===== config.mk =====
export PLATFORM = sky130hd
export DESIGN_NAME = return_stack_integrity_flat
export DESIGN_NICKNAME = d
export VERILOG_FILES = /design/src/rtl/return_stack_integrity_if.sv /design/src/rtl/return_stack_integrity.sv /design/src/flat_wrapper.sv
export SDC_FILE = /design/constraint.sdc
export NUM_CORES = 1
export LEC_CHECK = 0
export BUFFER_PORTS_ARGS = -buffer_cell sky130_fd_sc_hd__buf_2
export CAP_MARGIN = 15
export CORE_ASPECT_RATIO = 1.2
export CORE_MARGIN = 2
export CORE_UTILIZATION = 46
export DETAILED_ROUTE_END_ITERATION = 7
export GPL_TIMING_DRIVEN = 0
export PLACE_DENSITY_LB_ADDON = 0.08
export SYNTH_ARGS = -nofsm -noshare
export SYNTH_HDL_FRONTEND = slang
export SYNTH_SLANG_ARGS = --single-unit

===== constraint.sdc =====
create_clock -name clk -period 10.2 [get_ports clk]
set_input_delay 0.51 -clock clk [delete_from_list [all_inputs] [get_ports clk]]
set_output_delay 0.51 -clock clk [all_outputs]
set_load 0.03 [all_outputs]

===== src/rtl/return_stack_integrity_if.sv =====
// rtl/return_stack_integrity_if.sv - monitor-side signal bundle for the return shadow stack
interface return_stack_integrity_if #(
   parameter int ADDR_W = 16,
   parameter int SP_W   = 3
);
   logic [ADDR_W-1:0] pc;
   logic [1:0]        ucc_state;
   logic              call_valid;
   logic [ADDR_W-1:0] op_dest;
   logic              outside_ucc;
   logic              reset;
   logic [1:0]        violation_cause;
   logic [SP_W-1:0]   stack_depth;
   logic [ADDR_W-1:0] top_address;

   modport master (
      output pc, ucc_state, call_valid, op_dest, outside_ucc,
      input  reset, violation_cause, stack_depth, top_address
   );

   modport slave (
      input  pc, ucc_state, call_valid, op_dest, outside_ucc,
      output reset, violation_cause, stack_depth, top_address
   );
endinterface


===== src/rtl/return_stack_integrity.sv =====
// rtl/return_stack_integrity.sv - shadow return-address stack guarding exits from untrusted code
module return_stack_integrity #(
   parameter int                ADDR_W        = 16,
   parameter int                DEPTH         = 4,
   parameter int                SP_W          = $clog2(DEPTH + 1),
   parameter logic [ADDR_W-1:0] RESET_HANDLER = '0
) (
   input logic                     clk,
   input logic                     system_reset,
   return_stack_integrity_if.slave mon
);

   typedef enum logic [1:0] {
      NOT_UCC = 2'b00,
      IN_UCC  = 2'b01,
      IRQ     = 2'b10,
      RST     = 2'b11
   } ucc_state_t;

   localparam logic [1:0] CAUSE_NONE      = 2'b00;
   localparam logic [1:0] CAUSE_MISMATCH  = 2'b01;
   localparam logic [1:0] CAUSE_OVERFLOW  = 2'b10;
   localparam logic [1:0] CAUSE_UNDERFLOW = 2'b11;

   // Power-up values match the post-reset state so the system starts held in reset.
   logic [ADDR_W-1:0] stack_mem [DEPTH] = '{default: '0};
   logic [SP_W-1:0]   sp      = '0;
   logic              reset_q = 1'b1;
   logic [1:0]        cause_q = CAUSE_NONE;

   ucc_state_t        state;
   logic [ADDR_W-1:0] top;
   logic              ret_check, underflow, mismatch, valid_ret;
   logic              rst_release, push_req, overflow, violation;
   logic [1:0]        cause_nxt;
   logic [SP_W-1:0]   sp_nxt, wr_idx;
   logic              wr_en;

   assign state = ucc_state_t'(mon.ucc_state);

   always_comb begin
      top = '0;
      for (int i = 0; i < DEPTH; i++) begin
         if (sp == SP_W'(i + 1)) top = stack_mem[i];
      end
   end

   always_comb begin
      ret_check   = (state == IN_UCC) && mon.outside_ucc;
      underflow   = ret_check && (sp == '0);
      mismatch    = ret_check && (sp != '0) && (mon.pc != top);
      valid_ret   = ret_check && (sp != '0) && (mon.pc == top);
      rst_release = (state == RST) && (mon.pc == RESET_HANDLER);
      push_req    = mon.call_valid &&
                    ((state == NOT_UCC) || (state == IN_UCC) || rst_release);
      // A failed return check discards the push, so overflow only stands alone.
      overflow    = push_req && !valid_ret && !underflow && !mismatch &&
                    (sp == SP_W'(DEPTH));
      violation   = underflow || mismatch || overflow;

      cause_nxt = CAUSE_NONE;
      if (underflow)     cause_nxt = CAUSE_UNDERFLOW;
      else if (mismatch) cause_nxt = CAUSE_MISMATCH;
      else if (overflow) cause_nxt = CAUSE_OVERFLOW;
   end

   always_comb begin
      sp_nxt = sp;
      wr_en  = 1'b0;
      wr_idx = sp;
      if (violation) begin
         sp_nxt = '0;
      end else begin
         case (state)
            RST: begin
               sp_nxt = '0;
               if (push_req) begin
                  wr_en  = 1'b1;
                  wr_idx = '0;
                  sp_nxt = SP_W'(1);
               end
            end
            IRQ: sp_nxt = sp;
            default: begin
               // Merged pop+push replaces the top slot in place.
               if (valid_ret && push_req) begin
                  wr_en  = 1'b1;
                  wr_idx = sp - SP_W'(1);
               end else if (valid_ret) begin
                  sp_nxt = sp - SP_W'(1);
               end else if (push_req) begin
                  wr_en  = 1'b1;
                  wr_idx = sp;
                  sp_nxt = sp + SP_W'(1);
               end
            end
         endcase
      end
   end

   always_ff @(posedge clk) begin
      if (system_reset) begin
         sp      <= '0;
         reset_q <= 1'b1;
         cause_q <= CAUSE_NONE;
         for (int i = 0; i < DEPTH; i++) stack_mem[i] <= '0;
      end else begin
         sp      <= sp_nxt;
         reset_q <= violation || ((state == RST) && (mon.pc != RESET_HANDLER));
         if (violation && (cause_q == CAUSE_NONE)) cause_q <= cause_nxt;
         for (int i = 0; i < DEPTH; i++) begin
            if (wr_en && (wr_idx == SP_W'(i))) stack_mem[i] <= mon.op_dest;
         end
      end
   end

   assign mon.reset           = reset_q;
   assign mon.violation_cause = cause_q;
   assign mon.stack_depth     = sp;
   assign mon.top_address     = top;

endmodule


===== src/flat_wrapper.sv =====
// flat-port wrapper written by rule: the top's interface ports become plain ports
module return_stack_integrity_flat 
#(
   parameter int                ADDR_W        = 16,
   parameter int                DEPTH         = 4,
   parameter int                SP_W          = $clog2(DEPTH + 1),
   parameter logic [ADDR_W-1:0] RESET_HANDLER = '0
)
  (clk, system_reset, mon_pc, mon_ucc_state, mon_call_valid, mon_op_dest, mon_outside_ucc, mon_reset, mon_violation_cause, mon_stack_depth, mon_top_address);
  return_stack_integrity_if #(.ADDR_W(ADDR_W), .SP_W(SP_W)) mon_i ();
  input logic clk;
  input logic system_reset;
  input wire logic [$bits(mon_i.pc)-1:0] mon_pc;
  input wire logic [$bits(mon_i.ucc_state)-1:0] mon_ucc_state;
  input wire logic [$bits(mon_i.call_valid)-1:0] mon_call_valid;
  input wire logic [$bits(mon_i.op_dest)-1:0] mon_op_dest;
  input wire logic [$bits(mon_i.outside_ucc)-1:0] mon_outside_ucc;
  output wire logic [$bits(mon_i.reset)-1:0] mon_reset;
  output wire logic [$bits(mon_i.violation_cause)-1:0] mon_violation_cause;
  output wire logic [$bits(mon_i.stack_depth)-1:0] mon_stack_depth;
  output wire logic [$bits(mon_i.top_address)-1:0] mon_top_address;
  assign mon_i.pc = mon_pc;
  assign mon_i.ucc_state = mon_ucc_state;
  assign mon_i.call_valid = mon_call_valid;
  assign mon_i.op_dest = mon_op_dest;
  assign mon_i.outside_ucc = mon_outside_ucc;
  assign mon_reset = mon_i.reset;
  assign mon_violation_cause = mon_i.violation_cause;
  assign mon_stack_depth = mon_i.stack_depth;
  assign mon_top_address = mon_i.top_address;
  return_stack_integrity #(.ADDR_W(ADDR_W), .DEPTH(DEPTH), .SP_W(SP_W), .RESET_HANDLER(RESET_HANDLER)) u_core (.clk(clk), .system_reset(system_reset), .mon(mon_i));
endmodule

== Word-level counts from Yosys, hierarchy flattened ==
Memories as Yosys holds them, arrays and structs flattened.
Cells that the tools add are included.

* Output and inout port bits: 22
* Memory bits (writable): 64
* Word-level logic and storage cells: 99
* Bits in registers: 6
* Memories kept: 1

{| class="wikitable"
|+ Memories
! memory !! depth !! bits a word !! read ports !! clocked after memory_dff !! write ports !! RTL line !! text
|-
| u_core.stack_mem || 4 || 16 || 4 || 0 || 4 || return_stack_integrity.sv:26 || <nowiki>logic [ADDR_W-1:0] stack_mem [DEPTH] = '{default: '0};</nowiki>
|}

* Bitwise logic cells: 5
* $add $sub $neg: 2
* Eq/ne operators: 13
* Multiplexer cells: 39
* Reductions and logical operators: 36

{| class="wikitable"
|+ Operators by type and width
! cell !! number
|-
| 16-bit two-way mux || 8
|-
| 1-bit two-way mux || 19
|-
| 1-bit logical AND || 18
|-
| 3-bit two-way mux || 6
|-
| 16-bit == test || 1
|-
| 16-bit zero test || 1
|-
| 16-bit inequality test || 1
|-
| 16-bit nonzero test || 1
|-
| 3-bit by 2-bit == test with 1-bit output (second input constant) || 4
|-
| 3-bit one-hot mux with 2 select lines || 2
|-
| 3-bit by 1-bit == test with 1-bit output (second input constant) || 2
|-
| 3-bit zero test || 2
|-
| 2-bit two-way mux || 3
|-
| 3-bit nonzero test || 2
|-
| 1-bit logical OR || 5
|-
| 2-bit == test (second input constant) || 2
|-
| 2-bit zero test || 2
|-
| 1-bit bitwise OR || 4
|-
| 3-bit by 1-bit adder with 3-bit output (second input constant) || 1
|-
| 3-bit == test (second input constant) || 1
|-
| 1-bit zero test || 3
|-
| 3-bit AND reduction || 1
|-
| 3-bit by 1-bit subtractor with 3-bit output (second input constant) || 1
|-
| 2-bit by 1-bit == test with 1-bit output (second input constant) || 1
|-
| 4 further kinds || 4
|}

== Depth between registers and ports, before layout ==
* Depth in word-level cells: 20
* Gate-level depth with buffers: 16
* Gate-level depth less buffers: 11

== Worst setup path after synthesis ==
OpenSTA, ideal clock, no wires.

* Path type: flip-flop to flip-flop
* Start point: reg u_core.sp[2] (netlist: u_core.mon.stack_depth[2])
* End point: mem u_core.stack_mem[1][0], enable pin
* Setup time: 0.375 ns
* Cell stages (with the launch flop): 16
* Data required time: 9.825 ns
* Data arrival time: 4.031 ns
* Path buffers: 4
* Path slack: 5.794 ns
* Cells stage by stage: dfxtp_1 clkbuf_1 clkbuf_1 inv_1 ha_1 buf_6 nor4b_4 buf_6 a211oi_2 o21ai_1 nand4_1 nor4_4 nand3_2 a211oi_4 o211ai_4 nand2b_1

{| class="wikitable"
|+ RTL lines
! element !! RTL line !! text
|-
| start: declaration || return_stack_integrity.sv:27 || <nowiki>logic [SP_W-1:0] sp = '0;</nowiki>
|-
| start signal: assignment || return_stack_integrity.sv:108 || <nowiki>sp <= sp_nxt;</nowiki>
|-
| end: declaration || return_stack_integrity.sv:26 ||
|}

==> summary.md <==
| Metric | Value |
|---|---|
| Distinct cells, synth | `52` |
| Synthesized Nets | `411` |
| Sequential element share of the synthesized area | `52.5%` |
| Kind of critical path | `reg -> reg` |
| Skew final | `8.31 ps` |
| Synth-to-layout area growth | `15.7%` |
| Hold crit path type | `in -> reg` |
| Final instance area | `4500 µm²` |
| Synth Register Bits | `70` |
| Placed cell count | `538` |
| WL per Instance | `19.6 µm` |
| Max-cap violations | `0` |
| Cell row count | `36` |
| Final Hold Fails | `0` |
| PwrDens | `142 nW/µm²` |
| Num CTS Buffers | `9` |
| Setup TNS | `0 ps` |
| CP max FO | `16` |
| I/O pin cnt | `60` |
| Clock slew at reported path FFs | `80 ps` |
| R2R Path Start | `u_core.mon.stack_depth[2]` |
| Slew Limit Fails | `0` |
| Worst Hold End | `u_core.mon.stack_depth[1]` |
| Slowest cell on crit path | `nand2b_1` |
| Peak VDD IR | `0.0000697 V` |
| Gp weighted congestion | `0.877` |
| Vias per cell | `5.69` |
| Die X | `87.9 µm` |
| Leakage | `1.69 nW` |
| Crit end category | `register` |
| GRT Util Overall | `24.8%` |
| Commonest cells after routing, fill and taps aside | `107 x nor2_1, 64 x edfxtp_1, 59 x buf_2` |
| Iter 0 DRT Violations | `206` |
| Global route overflow | `0` |
| Placed instance area | `4320 µm²` |
| Worst reg2reg path depth | `15` |
| Cell Area, Synth | `3890 µm²` |
| Die Span Y | `105 µm` |
| Max Freq | `0.176 GHz` |
| Slew headroom | `35.4%` |
| PostCTS Resize Cnt | `0` |
| RSZ-0062 raised after global routing | `no` |
| Longest Clk Path Bufs | `2` |
| TritonCTS clock tree | `yes` |
| Total power | `0.640 mW` |
| Final Cycle Share | `55.7%` |
| Largest net degree at the start of global routing | `17` |
| Setup bufs post-CTS | `0` |
| Layout cell share with drive strength beyond 1 | `23.4%` |
| Cell count after synthesis | `367` |
| # clock sinks | `70` |
| DRC Markers | `0` |
| Cell depth of the worst hold path | `2` |
| Synth async-reset ratio | `0%` |
| R2r setup slk | `4520 ps` |
| Final ANT Viol Nets | `0` |
| Worst Path Arrival | `5580 ps` |
| First-pass iteration count of the detailed router | `5` |
| Post-layout min period | `5680 ps` |
| Crit-path leading delay family | `simple AND/OR/NAND/NOR gates` |
| CP Buf/Inv Count | `5` |
| Main synth FF type | `edfxtp_1` |
| Syn avg cell area | `10.6 µm²` |
| Die footprint | `9210 µm²` |
| HPWL after DPL | `7620 µm` |
| Slew of the pin with the lowest slew margin | `969 ps` |
| Worst EP required | `10100 ps` |
| Root Buffer | `clkbuf_8` |
| Clock insertion delay at the later pin of the skew report | `350 ps` |
| Final nets | `479` |
| Crit-path cells | `clkbuf_1, clkbuf_1, inv_1, ha_1, buf_6, nor4b_4, buf_6, a221oi_2, o21ai_0, nand4_1, nor4_4, nand3_2, o2111a_1, o211ai_4, nand2b_1` |
| I/O Buffers | `57` |
| Hold path start | `mon_ucc_state[0]` |
| Worst r2r dst | `u_core.stack_mem[3][9]` |
| Worst hold slack | `439 ps` |
| YS warnings | `0` |
| Initial Util | `47.7%` |
| Routed via count | `3151` |
| First-pass GRT wire length | `16500 µm` |
| Final setup fails | `0` |
| Antenna violations before repair | `0` |
| Largest stage delay on the critical path | `630 ps` |
| Final Instance Count excl. Fillers | `554` |
| Htree depth | `3` |
| Core Region | `8150 µm²` |
| Number of synthesized flops with an enable pin | `64` |
| Antenna Cells | `0` |
| Critical path depth | `15` |
| Post-Route WL | `10800 µm` |
| Most common cell after layout, fill and taps aside | `nor2_1` |
| CTS Hold Bufs | `0` |
| Setup crit start kind | `register` |
| Number of global-route vias before repair | `3050` |
| Outcome | `finished, final reports clean` |
[power breakdown]
part	leakage, nW	switching (mW)	internal (mW)
logic	0.882	0.0659	0.0304
clock network	0.0881	0.120	0.0915
registers	0.716	0.00532	0.327
total	1.69	0.191	0.449
[sequential cells by signal, summed over array words and instances (netlist names)]
register,count
u_core.mon.stack_depth,3
u_core.stack_mem,64
u_core.mon.violation_cause,2
u_core.mon.reset,1
[cells in the mapped netlist (all sizes together), types with 3 or more instances]
| cell type | instances | area [µm²] |
|---|---|---|
| ha | 6 | 75.1 |
| nand2b | 20 | 125 |
| edfxtp | 64 | 1920 |
| inv | 9 | 33.8 |
| nand4 | 12 | 96.3 |
| buf | 9 | 81.3 |
| or3 | 16 | 100 |
| a22o | 16 | 140 |
| o21ai | 20 | 100 |
| dfxtp | 6 | 120 |
| nand2 | 10 | 40.0 |
| a21oi | 5 | 25.0 |
| a221oi | 15 | 163 |
| o211ai | 4 | 57.6 |
| clkbuf | 9 | 33.8 |
| nor4 | 6 | 58.8 |
| nor2 | 107 | 402 |
| xnor2 | 3 | 26.3 |
| nand3 | 5 | 30.0 |
[worst max path at each step]
stage	end	slack (ps)	from
2_1_floorplan	u_core.stack_mem[1][0]	5790	u_core.mon.stack_depth[2]
3_3_place_gp	u_core.stack_mem[3][13]	4460	u_core.mon.stack_depth[2]
3_5_place_dp	u_core.stack_mem[3][13]	4440	u_core.mon.stack_depth[2]
4_1_cts	u_core.stack_mem[3][15]	4420	u_core.mon.stack_depth[2]
5_1_grt	u_core.stack_mem[3][6]	4140	u_core.mon.stack_depth[2]
6_report	u_core.stack_mem[3][9]	4520	u_core.mon.stack_depth[2]
[per-stage QoR]
stage | utilization (%) | worst slack (ps)
detailed placement | 52.9 | 4440
CTS | 55.2 | 4420
finish | 55.2 | 4520
global route | 55.2 | 4140
floorplan | - | 5790
global placement | 52.9 | 4460
[metal layers]
layer  wire length [µm]  vias up  GRT usage (%)
met5                  0        -              0
met4                250        0           9.56
met3                674       18           3.95
met2               5460      112           42.0
met1               4460     1512           31.2
li1                   -     1509              -
[worst reg2reg max path, stage by stage (launching register included)]
cell and delay, ps:
dfxtp_1 450, clkbuf_1 540, clkbuf_1 410, inv_1 90, ha_1 220, buf_6 150
nor4b_4 550, buf_6 250, a221oi_2 100, o21ai_0 300, nand4_1 190, nor4_4 320
nand3_2 270, o2111a_1 320, o211ai_4 430, nand2b_1 630
[logic make-up (layout without fill, tap and decap cells)]
logic type	Yosys count	count (layout)	share of synthesized area (%)
buf+inv	27	100	3.83
mux	3	3	0.933
compound gates	74	74	16.2
fa+ha+maj	6	6	1.93
simple gates	184	184	23.9
xor+xnor	3	3	0.676
flops	70	70	52.5
[cell type report]
cell class                 count  area [µm²]
sequential                    70        2040
fill                         759        3650
timing repair buffer          57         285
buffer                        18         115
tap                          114         143
multi-input combinational    270        1700
clock buffer                   9         124
clock inverter                 7        57.6
inverter                       9        33.8
Note: power is estimated with default switching activity, not from simulation.
